--- config.mk ---
export PLATFORM = sky130hd
export DESIGN_NAME = nested_pipe_chain
export DESIGN_NICKNAME = d
export VERILOG_FILES = /design/src/rtl/nested_pipe_chain.sv
export SDC_FILE = /design/constraint.sdc
export NUM_CORES = 1
export LEC_CHECK = 0
export ABC_AREA = 1
export CORE_UTILIZATION = 49
export DETAILED_ROUTE_END_ITERATION = 7
export GPL_TIMING_DRIVEN = 0
export PLACE_DENSITY = 0.78
export RECOVER_POWER = 25
export SYNTH_ARGS = -nofsm -noshare
export SYNTH_HDL_FRONTEND = slang
export SYNTH_SLANG_ARGS = --single-unit
export TNS_END_PERCENT = 30
--- constraint.sdc ---
create_clock -name clk -period 1.8 [get_ports clk]
set_clock_uncertainty 0.05 [all_clocks]
set_input_delay 0.27 -clock clk [delete_from_list [all_inputs] [get_ports clk]]
set_output_delay 0.27 -clock clk [all_outputs]
set_load 0.05 [all_outputs]
--- src/rtl/nested_pipe_chain.sv ---
// nested_pipe_chain: STAGES cascaded valid/ready register slices
// with synchronous flush and an occupancy count.
module nested_pipe_chain #(
  parameter int WIDTH  = 4,
  parameter int STAGES = 3,
  parameter int CNT_W  = (STAGES < 1) ? 1 : $clog2(STAGES + 1)
) (
  input  logic             clk,
  input  logic             rst_n,
  input  logic             flush,
  input  logic             in_valid,
  output logic             in_ready,
  input  logic [WIDTH-1:0] in_data,
  output logic             out_valid,
  input  logic             out_ready,
  output logic [WIDTH-1:0] out_data,
  output logic [CNT_W-1:0] occupancy
);

  if (STAGES == 0) begin : g_wire
    assign in_ready  = out_ready & ~flush;
    assign out_valid = in_valid & ~flush;
    assign out_data  = in_data;
    assign occupancy = '0;
  end else begin : g_pipe
    localparam int L = STAGES - 1;

    logic [STAGES-1:0] v_q, v_d;
    logic [WIDTH-1:0]  d_q [STAGES];
    logic [WIDTH-1:0]  d_d [STAGES];
    logic [STAGES-1:0] r;
    logic [CNT_W-1:0]  cnt;

    // Ready ripples back from the output; a bubble anywhere
    // downstream lets every slice before it advance.
    always_comb begin
      logic acc;
      acc = out_ready;
      for (int i = L; i >= 0; i--) begin
        acc  = ~v_q[i] | acc;
        r[i] = acc;
      end
    end

    always_comb begin
      v_d = v_q;
      d_d = d_q;
      if (r[0]) begin
        v_d[0] = in_valid & ~flush;
        d_d[0] = in_data;
      end
      for (int i = 1; i < STAGES; i++) begin
        if (r[i]) begin
          v_d[i] = v_q[i-1];
          d_d[i] = d_q[i-1];
        end
      end
      if (flush) v_d = '0;
    end

    always_ff @(posedge clk or negedge rst_n) begin
      if (!rst_n) begin
        v_q <= '0;
        for (int i = 0; i < STAGES; i++) d_q[i] <= '0;
      end else begin
        v_q <= v_d;
        d_q <= d_d;
      end
    end

    always_comb begin
      cnt = '0;
      for (int i = 0; i < STAGES; i++) begin
        cnt = cnt + CNT_W'(v_q[i]);
      end
    end

    assign occupancy = cnt;
    assign in_ready  = r[0] & ~flush;
    assign out_valid = v_q[L];
    assign out_data  = v_q[L] ? d_q[L] : '0;
  end

endmodule

==> results of run 1 <==
-- per-layer routing --
layer | vias up | GRT usage
met5 | - | 0
met4 | 0 | 0.129
met2 | 16 | 0.358
met1 | 244 | 0.213
li1 | 283 | -
met3 | 4 | 0.0520
-- synthesized netlist by cell type --
cell type / count
nand2_2: 1
nand2_1: 40
nor2_2: 1
nand2_4: 1
nand4_1: 6
o21ai_2: 1
nor2_8: 1
inv_1: 8
fa_1: 1
dfrtp_1: 15
buf_2: 1
a21oi_1: 1
inv_2: 1
-- power by group --
group	total, mW	internal (mW)	switching [mW]
Clock	0.192	0.0861	0.106
Sequential	0.370	0.356	0.0144
Combinational	0.102	0.0392	0.0629
Total	0.665	0.481	0.184
-- per-stage QoR --
| step | hold slack, ns | area (sq um) | utilization | instances |
|---|---|---|---|---|
| floorplan | -0.0756 | 682 | - | 78 |
| global placement | 0.404 | 861 | 0.662 | 109 |
| detailed placement | 0.409 | 861 | 0.662 | 109 |
| CTS | 0.344 | 883 | 0.679 | 114 |
| global route | 0.437 | 885 | 0.680 | 114 |
| finish | 0.396 | 885 | 0.680 | 114 |
-- critical path, delay by kind of cell (launching register included) --
| family | cells | cell delay, ns |
|---|---|---|
| buf+inv | 1 | 0.15 |
| fa+ha+maj | 1 | 0.59 |
| flops | 1 | 0.49 |
-- how the worst max path moves through the flow --
stage / depth (start not counted) / endpoint / slack [ns] / start
final: 2 / occupancy[0] / -0.03 / g_pipe.v_q[2]$_DFFE_PN0P_
after global routing: 2 / occupancy[0] / -0.07 / g_pipe.v_q[2]$_DFFE_PN0P_
after floorplan: 1 / occupancy[0] / 0.006 / g_pipe.v_q[2]$_DFFE_PN0P_
after global placement: 6 / in_ready / -0.56 / out_ready
after CTS: 2 / occupancy[1] / -0.11 / g_pipe.v_q[2]$_DFFE_PN0P_
after detailed placement: 6 / in_ready / -0.59 / out_ready
-- final cells by class --
cell class,instances,area share
clock buffers,4,0.0297
plain buffers,1,0.00566
flip-flops and latches,15,0.426
repair buffers,17,0.177
inverters,9,0.0382
well taps,15,0.0212
multi-input cells,53,0.303
-- registers in the layout (all words and copies together) (netlist names) --
name,count
g_pipe.d_q,12
g_pipe.v_q,3
-- cell usage in the layout, fill, tap and decap left out, drive strengths merged --
| master | count |
|---|---|
| clkdlybuf4s15 | 1 |
| nor2 | 2 |
| a21oi | 1 |
| clkdlybuf4s50 | 7 |
| buf | 4 |
| clkbuf | 5 |
| dfrtp | 15 |
| o21ai | 1 |
| nand2 | 42 |
| dlygate4sd3 | 1 |
| dlygate4sd2 | 4 |
| nand4 | 6 |
| inv | 9 |
| fa | 1 |
-- logic make-up (layout without fill, tap and decap cells) --
| family | Yosys count | after routing |
|---|---|---|
| compound gates | 2 | 2 |
| fa+ha+maj | 1 | 1 |
| buf+inv | 10 | 31 |
| flops | 15 | 15 |
| simple gates | 50 | 50 |
-- what timing repair did --
item | 4_1_cts | 5_1_grt
buffers inserted | 1 | 0
hold buffers | 0 | 0
gates cloned | 0 | 0
endpoints found under the setup margin | 8 | 3
pin swaps | 1 | 0
gates resized for setup | 19 | 4
==> impl_results.md, run 1 <==
* Pins Over Slew Limit at 0
* RSZ-0062 raised after global routing: true
* Final GP Congestion at 0.738
* DP Wirelength at 889 um
* Register area at 377 sq um
* Crit-path cells: fa_2 > buf_6
* Vias in the first global route at 480
* Pre-CTS setup slack at -0.586 ns
* Slowest cell on the critical path: fa_2
* CTS Buf Count at 3
* Post-DRT Antenna Nets at 0
* GRT Total Usage at 0.204
* Detailed Routing Iterations Pass 1 at 3
* Initial core utilization at 0.522
* Post-Syn Area per Cell at 8.71 sq um
* Hold Crit Class: primary input to async pin
* First-pass GRT wire length at 1970 um
* Failing checks: setup timing
* Final setup violation count at 1
* Initial antenna violation count at 0
* Critical Path Fanout Max at 9
* Die area at 0.00154 sq mm
* Fin nets at 110
* Post-route DRC at 0
* CTS tree: built
* Clk slew on worst S/H paths at ~0.09 ns
* Clk buf depth at 2
* Cell Area, Synth at approximately 680 sq um
* Cells after synthesis at between 70 and 80
* Clk Latency, worst-skew pair at about 0.28 ns
* DR WL met2 at 605 um
* Crit Path Class: flip-flop to output pin
* Outcome: complete, but fails checks
* Synth warn at 0
* Reg2Reg Setup Slack at 0.61 ns
* Final hold vios at 0
* Area of the core at 0.00130 sq mm
* Largest net degree at the start of global routing at 16
* Die Y at a little under 40 um
* Maximum vdd drop at 0.000463 V
* Wl on met1 at ~490 um
* Layout cell share with drive strength beyond 1 at 0.162
* DR WL met3 at 53 um
* Adder-Cell Fraction of Synth Area at 0.0295
* Fin Setup TNS at -0.0324 ns
* Post-Synth XOR/XNOR Area at 0
* Final worst-path setup slack at -0.0324 ns
* Max-slew headroom at 0.570
* Via count at around 550
* Worst Setup End Kind: output pin
* Seq/Total Area, Yosys at 0.552
* Num rows at 13
* Cell variety after synth at 13
* Syn nets at 88
* Post-synthesis mux area share at 0
* Largest family of logic cells by synthesized area: simple AND/OR/NAND/NOR gates
* Tot Pwr at 0.665 mW
* Drt via density at approximately 4.8
* R2R Path Start: g_pipe.v_q[1]$_DFFE_PN0P_
* Syn-to-layout area delta at 30.2%
* Fmax at ~0.55 GHz
* Top-area cell type share of the netlist area at 0.552
* Reg2Reg Depth at 5
* Final period utilization at 1.02
* Initial DRC count at 3
* Startpoint Class: flip-flop
* Worst-margin pin slew at 0.644 ns
* Critical path arrival at 1.51 ns
* Highest metal used: met4
* Static leakage power at between 0.5 and 0.6 nW
* Io pins at 17
* Wire per inst at 10.2 um
* Dominant cell type by area after synthesis: dfrtp_1
* Fillcell total at about 130
* Slowest Stage Delay on Critical Path at 0.59 ns
* Ant diodes at 0
* Worst Path Required at about 1.5 ns
* IO Port Bufs at 16
* Total wire length at between 1000 and 1500 um
* Synth Area in Simple Gates at 0.341
* Clock sinks at 15
* CTS HTree Levels at 1
* Root Driver: clkbuf_4
* Main area contributors after synthesis: dfrtp_1, nand2_1, nand4_1, inv_1, fa_1
* Yosys reg bits at 15
* Global route overflow at 0
* Crit Reg-Reg Endpoint: g_pipe.d_q[10]$_DFFE_PN0P_
* Die X at 39.2 um
* PwrDens at between 700 and 800 mW/mm^2
* Multi-input logic area at about 270 sq um
* Post-synthesis compound-gate area fraction at 0.0203
* Min cycle time layout at ~1.8 ns
* Max Cap Viol at 0
(Power assumes the default switching activity.)
==> run 2: changes to the inputs <==
--- a/config.mk
+++ b/config.mk
@@ -9,7 +9,7 @@
 export CORE_UTILIZATION = 49
 export DETAILED_ROUTE_END_ITERATION = 7
 export GPL_TIMING_DRIVEN = 0
-export PLACE_DENSITY = 0.78
+export PLACE_DENSITY = 0.83
 export RECOVER_POWER = 25
 export SYNTH_ARGS = -nofsm -noshare
 export SYNTH_HDL_FRONTEND = slang
==> run 2 against run 1 <==
Compared with the run above: sequential share of layout area grew 0.30 points; register-to-register slack better by 0.03 ns; the flow still finishes with violations (setup timing); non-clock buffer count shrank 1; total power down 0.30%; wire length up 5.2%; clock power about the same; fmax is essentially flat.
==> impl_results.md, run 2 (synthesized netlist as in run 1, its figures left out) <==
* Outcome: complete, but fails checks (unchanged)
* Failing checks: setup timing (unchanged)
* Initial DRC count at 12 (was 3)
* M2 GR Usage at 0.367 (was 0.358)
* Root Driver: clkbuf_4 (unchanged)
* Largest regs: g_pipe.d_q (12), g_pipe.v_q (3) (unchanged)
* Clock sinks at 15 (unchanged)
* Max Cap Viol at 0 (unchanged)
* Grt met1 use at 0.234 (was 0.213)
* Placed insts at 109 (unchanged)
* Largest net degree at the start of global routing at 16 (unchanged)
* Post-route DRC at 0 (unchanged)
* Startpoint Class: flip-flop (unchanged)
* Tot Pwr at 0.663 mW (was 0.665 mW)
* Via count at 557 (was 547)
* Io pins at 17 (unchanged)
* PwrDens at 754 mW/mm^2 (was 751 mW/mm^2)
* Fmax at 0.546 GHz (about the same)
* IO Port Bufs at 16 (unchanged)
* Initial antenna violation count at 0 (unchanged)
* Die X at 39.2 um (unchanged)
* Most common cell after layout, fill and taps aside: nand2_1 (unchanged)
* Ant diodes at 0 (unchanged)
* Max reg flops at 12 (unchanged)
* Clk slew on worst S/H paths at 0.08 ns (was 0.09 ns)
* Register area at 377 sq um (unchanged)
* Fin nets at 109 (was 110)
* Drt via density at 4.93 (was 4.80)
* CTS HTree Levels at 1 (unchanged)
* Final hold vios at 0 (unchanged)
* CTS Buf Count at 3 (unchanged)
* First-pass GRT wire length at 2030 um (was 1970 um)
* Syn-to-layout area delta at 29.3% (was 30.2%)
* Met3 usage at 0.0520 (unchanged)
* Max-slew headroom at 0.580 (was 0.570)
* Layout cell share with drive strength beyond 1 at 0.153 (was 0.162)
* Final GP Congestion at 0.743 (was 0.738)
* Clk Latency, worst-skew pair at 0.28 ns (about the same)
* RSZ-0062 raised after global routing: true (unchanged)
* Post-DRT Antenna Nets at 0 (unchanged)
* Hold Crit Class: primary input to async pin (unchanged)
* Worst-margin pin slew at 0.628 ns (was 0.644 ns)
* Detailed Routing Iterations Pass 1 at 4 (was 3)
* GRT Total Usage at 0.206 (was 0.204)
* Top reg by flops: g_pipe.d_q (unchanged)
* DP Wirelength at 912 um (was 889 um)
* Final worst-path setup slack at -0.0312 ns (was -0.0324 ns)
* Cts-stage hold buffer count at 0 (unchanged)
* Critical Path Fanout Max at 9 (unchanged)
* Global route overflow at 0 (unchanged)
* Die area at 0.00154 sq mm (unchanged)
* Commonest non-fill, non-tap cells in the layout: nand2_1, dfrtp_1, inv_1 (unchanged)
* Num rows at 13 (unchanged)
* Critical path arrival at 1.51 ns (about the same)
* Fillcell total at 117 (was 125)
* Pre-CTS setup slack at -0.598 ns (was -0.586 ns)
* CTS tree: built (unchanged)
* Vias in the first global route at 501 (was 480)
* Post-CTS Setup Bufs at 0 (was 1)
* Global routing's busiest layer: met2 (unchanged)
* Pins Over Slew Limit at 0 (unchanged)
* Non-filler cells, final at 113 (was 114)
* Crit Path Class: flip-flop to output pin (unchanged)
* Worst Setup End Kind: output pin (unchanged)
* Maximum vdd drop at 0.000409 V (was 0.000463 V)
* Area of the core at 0.00130 sq mm (unchanged)
* Static leakage power at 0.499 nW (was 0.507 nW)
* Initial core utilization at 0.522 (unchanged)
* Wire per inst at 10.9 um (was 10.2 um)
* Total wire length at 1230 um (was 1170 um)
* Multi-input logic area at 268 sq um (unchanged)
* Final setup violation count at 1 (unchanged)
* Die Y at 39.2 um (unchanged)
* Final period utilization at 1.02 (about the same)
* Worst Path Required at 1.48 ns (about the same)
* Min cycle time layout at 1.83 ns (about the same)
* Fin Setup TNS at -0.0312 ns (was -0.0324 ns)
* Clk buf depth at 2 (unchanged)
run 2: final timing paths:
path                                           start                        end  slack (ns)  depth (start not counted)
max                        g_pipe.v_q[2]$_DFFE_PN0P_               occupancy[0]       -0.03                          2
min                                            rst_n  g_pipe.d_q[2]$_DFFE_PN0P_        0.39                          1
max reg2reg                g_pipe.v_q[1]$_DFFE_PN0P_  g_pipe.d_q[9]$_DFFE_PN0P_        0.64                          4
min reg2reg                g_pipe.d_q[4]$_DFFE_PN0P_  g_pipe.d_q[4]$_DFFE_PN0P_        0.43                          2
max in group asynchronous                      rst_n  g_pipe.v_q[2]$_DFFE_PN0P_        0.87                          1
min in group clk           g_pipe.d_q[4]$_DFFE_PN0P_  g_pipe.d_q[4]$_DFFE_PN0P_        0.43                          2
run 2: cell type report:
class	instances	share of cell area
flip-flops and latches	15	0.429
clock buffers	4	0.0299
repair buffers	16	0.171
multi-input cells	53	0.305
inverters	9	0.0385
plain buffers	1	0.00570
well taps	15	0.0214
run 2: repair_timing:
action                                  in CTS  in global routing
endpoints found under the setup margin       8                  5
gates resized for setup                     19                  5
gates cloned                                 0                  0
run 2: worst max-delay path: stages (launching register included):
cell and delay, ns:
dfrtp_2 0.49, fa_2 0.59, buf_6 0.15
run 2: metrics by stage:
stage               cell area, sq um  hold WS [ns]  utilization
detailed placement               861         0.409        0.662
CTS                              876         0.344        0.673
finish                           878         0.387        0.675
global placement                 861         0.404        0.662
floorplan                        682       -0.0756            -
global route                     878         0.446        0.675
run 2: metal layers:
metal,routed length [um],part of all wire,vias to the layer above
met1,502,0.41,253
met2,648,0.53,19
met5,0,0,-
met4,12,0.0098,0
li1,-,-,283
met3,64,0.052,2
run 2: report_power, final:
group	switching (mW)	leakage [nW]	internal [mW]
registers	0.0143	0.179	0.356
clock network	0.104	0.0150	0.0862
logic	0.0635	0.305	0.0392
total	0.181	0.499	0.481
